**src/rtl/readout_seq_mc_if.sv**
```systemverilog
// Control inputs and column/ADC outputs of the row readout sequencer.
// The controller side uses master, the sequencer uses slave.
interface readout_seq_mc_if #(
    parameter int NUM_ADC = 2,
    parameter int ROW_W   = 10,
    parameter int LAT_W   = 5,
    parameter int BANK_W  = 1
);
    logic                     trigger;
    logic                     abort;
    logic                     re_busy;
    logic                     ro_done;
    logic [ROW_W-1:0]         NUM_ROW;
    logic [ROW_W-1:0]         ROW_START;
    logic [31:0]              T_ROW;
    logic [31:0]              T_PRECH;
    logic [31:0]              T_MUX;
    logic [31:0]              T_DLY;
    logic [31:0]              T_FAST;
    logic [NUM_ADC*LAT_W-1:0] Tlat;
    logic [ROW_W-1:0]         ROWADD;
    logic [BANK_W-1:0]        BANK_SEL;
    logic                     COL_L_EN;
    logic                     COL_PRECH;
    logic                     MUX_START;
    logic                     CP_MUX_IN;
    logic                     adc_rd;
    logic [NUM_ADC-1:0]       adc_dat_valid;

    modport master (
        output trigger, abort, NUM_ROW, ROW_START, T_ROW, T_PRECH, T_MUX, T_DLY, T_FAST, Tlat,
        input  re_busy, ro_done, ROWADD, BANK_SEL, COL_L_EN, COL_PRECH, MUX_START, CP_MUX_IN,
               adc_rd, adc_dat_valid
    );

    modport slave (
        input  trigger, abort, NUM_ROW, ROW_START, T_ROW, T_PRECH, T_MUX, T_DLY, T_FAST, Tlat,
        output re_busy, ro_done, ROWADD, BANK_SEL, COL_L_EN, COL_PRECH, MUX_START, CP_MUX_IN,
               adc_rd, adc_dat_valid
    );
endinterface

```
**src/rtl/readout_seq_mc.sv**
```systemverilog
// Row readout sequencer: scans rows split into column banks, drives the column
// strobes and adc_rd, and produces a per-channel latency-delayed data-valid.
module readout_seq_mc #(
    parameter int NUM_BANK = 2,
    parameter int NUM_ADC  = 2,
    parameter int ROW_W    = 10,
    parameter int LAT_W    = 5,
    parameter int TRIG_DLY = 15,
    parameter int BANK_W   = (NUM_BANK > 1) ? $clog2(NUM_BANK) : 1
) (
    input  logic             CLK,
    input  logic             rst,
    readout_seq_mc_if.slave  bus
);
    localparam logic [1:0] ST_IDLE = 2'd0;
    localparam logic [1:0] ST_ARM  = 2'd1;
    localparam logic [1:0] ST_RUN  = 2'd2;
    localparam int DEPTH = 1 << LAT_W;
    localparam int ARM_W = (TRIG_DLY > 1) ? $clog2(TRIG_DLY) : 1;

    logic [1:0]        state_q, state_d;
    logic [2:0]        trig_sync_q;
    logic [ARM_W-1:0]  arm_cnt_q, arm_cnt_d;
    logic [31:0]       slot_q, slot_d;
    logic [31:0]       dly_q, dly_d;
    logic [31:0]       fast_q, fast_d;
    logic [BANK_W-1:0] bank_q, bank_d;
    logic [ROW_W-1:0]  rowadd_q, rowadd_d;
    logic [ROW_W-1:0]  row_cnt_q, row_cnt_d;
    logic              ro_done_q, ro_done_d;
    logic              latch_en;
    logic [ROW_W-1:0]  num_row_q;
    logic [31:0]       t_row_q, t_prech_q, t_mux_q, t_dly_q, t_fast_q;

    logic              trig_edge;
    logic              run;
    logic              slot_end;
    logic              dly_done;
    logic [31:0]       t_row_eff;
    logic [31:0]       adc_thr;
    logic              adc_rd_s;
    logic [NUM_ADC-1:0] valid_s;

    // [0],[1] form the synchroniser; [2] holds the previous synchronised level
    assign trig_edge = trig_sync_q[1] & ~trig_sync_q[2];
    assign run       = (state_q == ST_RUN);
    assign t_row_eff = (t_row_q == 32'd0) ? 32'd1 : t_row_q;
    assign slot_end  = (slot_q == t_row_eff - 32'd1);
    assign dly_done  = (dly_q >= t_dly_q);
    assign adc_thr   = (t_fast_q >= t_dly_q) ? 32'd0 : (t_dly_q - t_fast_q);
    assign adc_rd_s  = run && (dly_q >= adc_thr);

    always_comb begin
        state_d   = state_q;
        arm_cnt_d = arm_cnt_q;
        slot_d    = slot_q;
        dly_d     = dly_q;
        fast_d    = fast_q;
        bank_d    = bank_q;
        rowadd_d  = rowadd_q;
        row_cnt_d = row_cnt_q;
        ro_done_d = 1'b0;
        latch_en  = 1'b0;
        case (state_q)
            ST_IDLE: begin
                if (trig_edge) begin
                    state_d   = ST_ARM;
                    arm_cnt_d = '0;
                end
            end
            ST_ARM: begin
                if (bus.abort) begin
                    state_d = ST_IDLE;
                end else if (arm_cnt_q == ARM_W'(TRIG_DLY - 1)) begin
                    latch_en = 1'b1;
                    if (bus.NUM_ROW == '0) begin
                        state_d   = ST_IDLE;
                        ro_done_d = 1'b1;
                    end else begin
                        state_d   = ST_RUN;
                        rowadd_d  = bus.ROW_START;
                        row_cnt_d = '0;
                        bank_d    = '0;
                    end
                end else begin
                    arm_cnt_d = arm_cnt_q + ARM_W'(1);
                end
            end
            ST_RUN: begin
                if (bus.abort) begin
                    state_d = ST_IDLE;
                end else if (slot_end) begin
                    slot_d = '0;
                    dly_d  = '0;
                    fast_d = '0;
                    if (bank_q != BANK_W'(NUM_BANK - 1)) begin
                        bank_d = bank_q + BANK_W'(1);
                    end else begin
                        bank_d    = '0;
                        rowadd_d  = rowadd_q + ROW_W'(1);
                        row_cnt_d = row_cnt_q + ROW_W'(1);
                        if (row_cnt_q == num_row_q - ROW_W'(1)) begin
                            state_d   = ST_IDLE;
                            ro_done_d = 1'b1;
                        end
                    end
                end else begin
                    slot_d = slot_q + 32'd1;
                    if (!dly_done) begin
                        dly_d = dly_q + 32'd1;
                    end else if (t_fast_q == 32'd0 || fast_q == t_fast_q - 32'd1) begin
                        fast_d = '0;
                    end else begin
                        fast_d = fast_q + 32'd1;
                    end
                end
            end
            default: state_d = ST_IDLE;
        endcase
        // Row/bank read zero and slot timers restart whenever the sequencer is not scanning
        if (state_d == ST_IDLE) begin
            rowadd_d = '0;
            bank_d   = '0;
        end
        if (state_d != ST_RUN) begin
            slot_d = '0;
            dly_d  = '0;
            fast_d = '0;
        end
    end

    always_ff @(posedge CLK) begin
        if (rst) begin
            state_q     <= ST_IDLE;
            trig_sync_q <= '0;
            arm_cnt_q   <= '0;
            slot_q      <= '0;
            dly_q       <= '0;
            fast_q      <= '0;
            bank_q      <= '0;
            rowadd_q    <= '0;
            row_cnt_q   <= '0;
            ro_done_q   <= 1'b0;
            num_row_q   <= '0;
            t_row_q     <= '0;
            t_prech_q   <= '0;
            t_mux_q     <= '0;
            t_dly_q     <= '0;
            t_fast_q    <= '0;
        end else begin
            state_q     <= state_d;
            trig_sync_q <= {trig_sync_q[1:0], bus.trigger};
            arm_cnt_q   <= arm_cnt_d;
            slot_q      <= slot_d;
            dly_q       <= dly_d;
            fast_q      <= fast_d;
            bank_q      <= bank_d;
            rowadd_q    <= rowadd_d;
            row_cnt_q   <= row_cnt_d;
            ro_done_q   <= ro_done_d;
            if (latch_en) begin
                num_row_q <= bus.NUM_ROW;
                t_row_q   <= bus.T_ROW;
                t_prech_q <= bus.T_PRECH;
                t_mux_q   <= bus.T_MUX;
                t_dly_q   <= bus.T_DLY;
                t_fast_q  <= bus.T_FAST;
            end
        end
    end

    // Delay lines shift in every state so a frame's tail drains after it ends
    genvar gi;
    generate
        for (gi = 0; gi < NUM_ADC; gi++) begin : g_lat
            logic [DEPTH-1:0] line_q;
            logic [LAT_W-1:0] tlat;
            assign tlat = bus.Tlat[gi*LAT_W +: LAT_W];
            always_ff @(posedge CLK) begin
                if (rst) begin
                    line_q <= '0;
                end else begin
                    line_q <= {line_q[DEPTH-2:0], adc_rd_s};
                end
            end
            assign valid_s[gi] = (tlat == '0) ? adc_rd_s : line_q[tlat - LAT_W'(1)];
        end
    endgenerate

    assign bus.re_busy       = (state_q != ST_IDLE);
    assign bus.ro_done       = ro_done_q;
    assign bus.ROWADD        = rowadd_q;
    assign bus.BANK_SEL      = bank_q;
    assign bus.COL_L_EN      = run && (bank_q == '0);
    assign bus.COL_PRECH     = run && (slot_q < t_prech_q);
    assign bus.MUX_START     = run && (slot_q < t_mux_q);
    assign bus.CP_MUX_IN     = run && dly_done && (fast_q < (t_fast_q >> 1));
    assign bus.adc_rd        = adc_rd_s;
    assign bus.adc_dat_valid = valid_s;
endmodule

```
**src/flat_wrapper.sv**
```systemverilog
// flat-port wrapper written by rule: the top's interface ports become plain ports
module readout_seq_mc_flat 
#(
    parameter int NUM_BANK = 2,
    parameter int NUM_ADC  = 2,
    parameter int ROW_W    = 10,
    parameter int LAT_W    = 5,
    parameter int TRIG_DLY = 15,
    parameter int BANK_W   = (NUM_BANK > 1) ? $clog2(NUM_BANK) : 1
)
  (CLK, rst, bus_trigger, bus_abort, bus_NUM_ROW, bus_ROW_START, bus_T_ROW, bus_T_PRECH, bus_T_MUX, bus_T_DLY, bus_T_FAST, bus_Tlat, bus_re_busy, bus_ro_done, bus_ROWADD, bus_BANK_SEL, bus_COL_L_EN, bus_COL_PRECH, bus_MUX_START, bus_CP_MUX_IN, bus_adc_rd, bus_adc_dat_valid);
  readout_seq_mc_if #(.NUM_ADC(NUM_ADC), .ROW_W(ROW_W), .LAT_W(LAT_W), .BANK_W(BANK_W)) bus_i ();
  input  logic CLK;
  input  logic rst;
  input wire logic [$bits(bus_i.trigger)-1:0] bus_trigger;
  input wire logic [$bits(bus_i.abort)-1:0] bus_abort;
  input wire logic [$bits(bus_i.NUM_ROW)-1:0] bus_NUM_ROW;
  input wire logic [$bits(bus_i.ROW_START)-1:0] bus_ROW_START;
  input wire logic [$bits(bus_i.T_ROW)-1:0] bus_T_ROW;
  input wire logic [$bits(bus_i.T_PRECH)-1:0] bus_T_PRECH;
  input wire logic [$bits(bus_i.T_MUX)-1:0] bus_T_MUX;
  input wire logic [$bits(bus_i.T_DLY)-1:0] bus_T_DLY;
  input wire logic [$bits(bus_i.T_FAST)-1:0] bus_T_FAST;
  input wire logic [$bits(bus_i.Tlat)-1:0] bus_Tlat;
  output wire logic [$bits(bus_i.re_busy)-1:0] bus_re_busy;
  output wire logic [$bits(bus_i.ro_done)-1:0] bus_ro_done;
  output wire logic [$bits(bus_i.ROWADD)-1:0] bus_ROWADD;
  output wire logic [$bits(bus_i.BANK_SEL)-1:0] bus_BANK_SEL;
  output wire logic [$bits(bus_i.COL_L_EN)-1:0] bus_COL_L_EN;
  output wire logic [$bits(bus_i.COL_PRECH)-1:0] bus_COL_PRECH;
  output wire logic [$bits(bus_i.MUX_START)-1:0] bus_MUX_START;
  output wire logic [$bits(bus_i.CP_MUX_IN)-1:0] bus_CP_MUX_IN;
  output wire logic [$bits(bus_i.adc_rd)-1:0] bus_adc_rd;
  output wire logic [$bits(bus_i.adc_dat_valid)-1:0] bus_adc_dat_valid;
  assign bus_i.trigger = bus_trigger;
  assign bus_i.abort = bus_abort;
  assign bus_i.NUM_ROW = bus_NUM_ROW;
  assign bus_i.ROW_START = bus_ROW_START;
  assign bus_i.T_ROW = bus_T_ROW;
  assign bus_i.T_PRECH = bus_T_PRECH;
  assign bus_i.T_MUX = bus_T_MUX;
  assign bus_i.T_DLY = bus_T_DLY;
  assign bus_i.T_FAST = bus_T_FAST;
  assign bus_i.Tlat = bus_Tlat;
  assign bus_re_busy = bus_i.re_busy;
  assign bus_ro_done = bus_i.ro_done;
  assign bus_ROWADD = bus_i.ROWADD;
  assign bus_BANK_SEL = bus_i.BANK_SEL;
  assign bus_COL_L_EN = bus_i.COL_L_EN;
  assign bus_COL_PRECH = bus_i.COL_PRECH;
  assign bus_MUX_START = bus_i.MUX_START;
  assign bus_CP_MUX_IN = bus_i.CP_MUX_IN;
  assign bus_adc_rd = bus_i.adc_rd;
  assign bus_adc_dat_valid = bus_i.adc_dat_valid;
  readout_seq_mc #(.NUM_BANK(NUM_BANK), .NUM_ADC(NUM_ADC), .ROW_W(ROW_W), .LAT_W(LAT_W), .TRIG_DLY(TRIG_DLY), .BANK_W(BANK_W)) u_core (.CLK(CLK), .rst(rst), .bus(bus_i));
endmodule
```
**config.mk**
```make
export PLATFORM = sky130hd
export DESIGN_NAME = readout_seq_mc_flat
export DESIGN_NICKNAME = d
export VERILOG_FILES = /design/src/rtl/readout_seq_mc_if.sv /design/src/rtl/readout_seq_mc.sv /design/src/flat_wrapper.sv
export SDC_FILE = /design/constraint.sdc
export NUM_CORES = 1
export LEC_CHECK = 0
export ABC_CLOCK_PERIOD_IN_PS = 14200
export CAP_MARGIN = 20
export CORE_ASPECT_RATIO = 0.8
export CORE_MARGIN = 1
export CORE_UTILIZATION = 40
export DETAILED_ROUTE_END_ITERATION = 16
export SYNTH_ARGS = -nofsm -noshare
export SYNTH_HDL_FRONTEND = slang
export SYNTH_SLANG_ARGS = --single-unit
```
**constraint.sdc**
```tcl
create_clock -name CLK -period 14.2 [get_ports CLK]
set_input_delay 2.84 -clock CLK [delete_from_list [all_inputs] [get_ports CLK]]
set_output_delay 2.84 -clock CLK [all_outputs]
set_load 0.05 [all_outputs]
```
# ---- Word-level counts from Yosys, hierarchy flattened
# Cells that the tools add are included.
dict set report word_totals {
  ff_bits 361
  out_inout_bits 20
  elab_cells 144
}
dict set report op_classes {
  n_addsub 13
  n_lt_le_gt_ge 8
  eq_ne 16
  muxes 59
  bitwise_logic 4
  reduce_logical 26
}
# cell n
set ops {}
lappend ops {{32-bit two-way mux} 8}
lappend ops {{10-bit two-way mux} 12}
lappend ops {{32-bit by 1-bit adder with 32-bit output, second input constant} 3}
lappend ops {{32-bit >= comparator} 3}
lappend ops {{32-bit equality test} 2}
lappend ops {{32-bit logical NOT} 2}
lappend ops {{32-bit less-than comparator} 2}
lappend ops {{32-bit by 1-bit subtractor with 32-bit output, second input constant} 2}
lappend ops {{10-bit one-hot mux with 2 select lines} 2}
lappend ops {{32-bit by 31-bit less-than comparator with 1-bit output} 1}
lappend ops {{32-bit subtractor} 1}
lappend ops {{10-bit by 1-bit adder with 10-bit output, second input constant} 2}
lappend ops {{1-bit two-way mux} 20}
lappend ops {{2-bit two-way mux} 8}
lappend ops {{5-bit by 6-bit less-than comparator with 1-bit output, second input constant} 2}
lappend ops {{4-bit two-way mux} 3}
lappend ops {{2-bit != test, second input constant} 6}
lappend ops {{1-bit binary-select mux with 5-bit select} 2}
lappend ops {{10-bit equality test} 1}
lappend ops {{10-bit logical NOT} 1}
lappend ops {{5-bit logical NOT} 2}
lappend ops {{10-bit by 1-bit subtractor with 10-bit output, second input constant} 1}
lappend ops {{5-bit by 1-bit subtractor with 5-bit output, second input constant} 2}
lappend ops {{2-bit by 1-bit != test with 1-bit output, second input constant} 4}
lappend ops {{20 further kinds} 34}

# ---- Depth between registers and ports, before layout
dict set report logic_depth {
  word_depth 9
  depth_mapped 25
  depth_no_buf 24
}

# ---- Worst setup path after synthesis
# OpenSTA, ideal clock, no wires.
dict set report synth_path {
  kind {register -> output}
  start {register u_core.t_fast_q[14]}
  end {output port bus_adc_dat_valid[0]}
  t_arrival_ns 6.221
  setup_slack_ns 5.139
  stages_incl_launch_ff 25
  path_buffers 2
  path_cell_list {dfxtp_1 -> clkbuf_1 -> inv_1 -> ha_1 -> a21oi_1 -> o21ai_0 -> a221o_1 -> and2_1 -> o31ai_1 -> o21ai_0 -> a221oi_1 -> a31oi_1 -> clkbuf_1 -> nor2b_1 -> ha_1 -> nand2b_1 -> a21o_1 -> a21o_1 -> a211oi_1 -> o21ai_0 -> a21oi_1 -> o31ai_1 -> a311oi_1 -> a2bb2oi_1 -> o311ai_0}
}
dict set report synth_between {
  elab_chain_cells 5
  word_cells_on_any_way 6
  classes_between {1 x add/sub; 2 x order compare; 2 x mux; 1 x reduce/logical}
}
# element line_no
set synth_lines {}
lappend synth_lines {{start: declaration} readout_seq_mc.sv:33} ;# logic [31:0] t_row_q, t_prech_q, t_mux_q, t_dly_q, t_fast_q;
lappend synth_lines {{start signal: assignment} readout_seq_mc.sv:167} ;# t_fast_q <= bus.T_FAST;
lappend synth_lines {{32-bit subtractor or 32-bit >= comparator (tied branches)} readout_seq_mc.sv:50} ;# assign adc_thr = (t_fast_q >= t_dly_q) ? 32'd0 : (t_dly_q - t_fast_q);
lappend synth_lines {{32-bit two-way mux (*)} readout_seq_mc.sv:50}
lappend synth_lines {{32-bit >= comparator (*)} readout_seq_mc.sv:51} ;# assign adc_rd_s = run && (dly_q >= adc_thr);
lappend synth_lines {{1-bit logical AND (*)} readout_seq_mc.sv:51}
lappend synth_lines {{1-bit two-way mux (*)} readout_seq_mc.sv:186} ;# assign valid_s[gi] = (tlat == '0) ? adc_rd_s : line_q[tlat - LAT_W'(1)];
lappend synth_lines {{end: declaration} flat_wrapper.sv:34} ;# output wire logic [$bits(bus_i.adc_dat_valid)-1:0] bus_adc_dat_valid;
# Every way passes the cells marked *; elsewhere a longest branch is shown, timed or not.

# ---- Worst setup path after layout
dict set report layout_path {
  start {register u_core.t_fast_q[18]}
  end {output port bus_adc_dat_valid[0]}
}
# Same word-level chain as after synthesis.

==> impl_metrics.toml <==
[routing]
drt-pass1-iter-count = 5
via_per_inst = 5.68
routed_wl_um = 69900
routedWlPerCell_um = 18.9
drt_iter0_markers = 1769
drcViolationCount = 0
num_vias = 21000
ant_nets = 0

[place]
place.gp.congestion = 0.930
port_buffers = 213
place_inst = 3617
hpwl_um = 52700

[status]
status = "completed"

[synthesis]
synthSimpleGateAreaFrac_pct = 24.8
synthesis.nets = 3228
avgSynthCellArea_sq_um = 7.78
synth_xor_area_share_pct = 6.53
synth_top_family_by_area = "simple AND/OR/NAND/NOR gates"
synthMuxAreaShare_pct = 3.23
synth_enable_flop_cells = 0
netlist_instances = 2828
synth_flop_cell = "dfxtp_1"
synth-adder-area-share_pct = 11.8
synth_top_area_share_pct = 29.9
synth_compound_area_share_pct = 18.3
synth_top_cell_by_area = "dfxtp_1"
synthesis.area_sq_mm = 0.0220
synth.distinct_cells = 77
synth.area.top_cells = "dfxtp_1, ha_1, nand2_1"
synthArstFlopShare_pct = 0
ys_ff_latch = 329
synth-seq-area-share_pct = 29.9
yosys_warnings = 0

[layout]
drive_gt1_share_pct = 4.86
area_growth_pct = 18.5
final_common_cell = "nand2_1"
final_core_util_pct = 48.2
n_fill_cell = 5198
fin_cells = 3691
layout_common_cells = "nand2_1, dfxtp_1, a21oi_1, clkdlybuf4s50_1, ha_1"
final_nets = 3358

[setup_path]
critical_path_class = "flop to output pin"
crit_path_start_kind = "flop"
slowest_stage = "nor4b_1"
cp_cell_sequence = "inv_1 > ha_1 > and4_1 > nor4b_1 > nand2_1 > a21oi_1 > o31ai_1 > o21ai_0 > a221oi_1 > a31oi_2 > buf_4 > nor2b_1 > ha_1 > nand2b_1 > a21o_1 > a21o_1 > a211oi_1 > o21ai_0 > a21oi_1 > o31ai_1 > a311oi_1 > a2bb2oi_1 > o311ai_0 > clkdlybuf4s50_1"
critical_path_arrival_ns = 7.51
required_ns = 11.36
path_delay_family = "compound AO/OA/AOI/OAI gates"
max_stage_delay_ns = 0.75
cp.buffers_inverters = 3
crit_fanout = 32
cp-end-kind = "output pin"
r2r_slack_ns = 8.02

[hold_path]
hp-class = "flop to flop"

[floorplan]
io_pins = 214
die-area_sq_mm = 0.0559
core_sq_mm = 0.0541
die_x_um = 264
start_util_pct = 40.6
die_h_um = 212
num_rows = 76

[clock_tree]
cts_setup_buffers = 0
path_clk_slew_ns = 0.06
cts_root_buffer = "clkbuf_16"
ctsResizeCount = 0
cts_buffers = 39
clock_latency_ns = 0.56
cts_max_path_buffers = 3
cts_sinks = 329
cts_tree = "yes"
htreeDepth = 2
ctsHoldBuffers = 0

[flow_run]
cap_viol_max_count = 0

[sta]
rsz0062_at_grt = "false"
max_freq_mhz = 96.6
maxSlewHeadroom_pct = 24.9
period_share_pct = 72.9
drv_slew = 0
skew_ns = 0.0144
hold_viol = 0
fin_crit_ns = 10.35
setup_viol = 0
timing.setup.tns_ns = 0
worst_pin_slew_ns = 1.13

[grt]
grt.total_usage_pct = 24.7
gr-total-overflow = 0
antenna_found_initial = 4
grt_pass1_vias = 19700
grt_max_degree = 98
grt_pass1_wl_um = 110000

[power_and_ir_drop]
leakage_nw = 9.82
power_density_mw_per_mm2 = 81.5
irDropWorstVdd_mv = 0.0639
[worst register-to-register path: cells and delay by family (launching register included)]
kind                     cells  cell delay [ns]
flip-flops                   1             0.45
AO/OA/AOI/OAI               13             3.02
AND/OR/NAND/NOR              6             1.47
buffers and inverters        2             0.51
adder cells (fa/ha/maj)      2             0.59
[Yosys cell counts, types with 28 or more instances]
cell and instances:
nor4_1 28, nor3_1 59, or3_1 35, nand3_1 65, dfxtp_1 329, nor2b_1 64
a21o_1 65, nand2_1 492, a21oi_1 294, o21ai_0 88, inv_1 168, xnor2_1 95
nor2_1 140, ha_1 205, clkbuf_1 120, xor2_1 69, nand4_1 63, a31oi_1 35
and3_1 48
[logic make-up after synthesis]
logic type | count (synthesis)
compound gates | 651
xor+xnor | 164
fa+ha+maj | 206
buf+inv | 313
flops | 329
mux | 45
simple gates | 1120
[layout make-up]
class	instances	area, sq um	area share (%)
multi-input combinational	2186	14300	54.7
sequential	329	6590	25.3
timing repair buffer	233	2280	8.76
clock buffer	52	1130	4.32
tap	702	878	3.37
inverter	169	634	2.43
clock inverter	17	289	1.11
antenna	3	7.51	0.0288
[power by group]
group          internal [mW]  leakage, nW  total, mW  switching (mW)
Combinational         0.0558         6.48     0.0890          0.0332
Clock                  0.687        0.699       1.11           0.423
Sequential             0.923         2.65      0.924        0.000425
[flip-flops by register name, summed over array words and instances, names as in the netlist, 10 cells and up]
register / cells
u_core.dly_q: 32
u_core.g_lat.line_q: 32
u_core.slot_q: 32
u_core.t_fast_q: 32
u_core.t_row_q: 32
u_core.row_cnt_q: 10
u_core.t_prech_q: 32
u_core.num_row_q: 10
u_core.t_dly_q: 32
u_core.bus.ROWADD: 10
u_core.t_mux_q: 32
u_core.fast_q: 32
[worst paths after layout]
check / to / cells past startpoint / startpoint
worst min-delay path: u_core.t_prech_q[20] / 2 / u_core.t_prech_q[20]
worst max register to register: u_core.g_lat[1].line_q[0] / 23 / u_core.t_fast_q[18]
worst min register to register: u_core.t_prech_q[20] / 2 / u_core.t_prech_q[20]
worst max-delay path: bus_adc_dat_valid[0] / 24 / u_core.t_fast_q[18]
[through the flow]
| stage | worst slack [ns] | hold slack [ns] | total power [mW] | area, sq um |
|---|---|---|---|---|
| after floorplan | 5.14 | 0.414 | 0.970 | 22000 |
| after global placement | 4.68 | 0.446 | 1.03 | 24600 |
| after detailed placement | 4.51 | 0.446 | 1.03 | 24600 |
| after CTS | 3.91 | 0.455 | 2.15 | 26000 |
| after global routing | 3.26 | 0.472 | 2.19 | 26100 |
| final | 3.85 | 0.455 | 2.12 | 26100 |
[metal layers]
layer	vias up	global-route usage [%]	share of wire (%)
met2	669	36.0	41
met3	89	4.50	7.5
met1	9945	36.6	50
li1	10300	-	-
met4	2	6.98	2.1
met5	-	0	0.019
No activity file was read; power rests on OpenSTA's default activity.
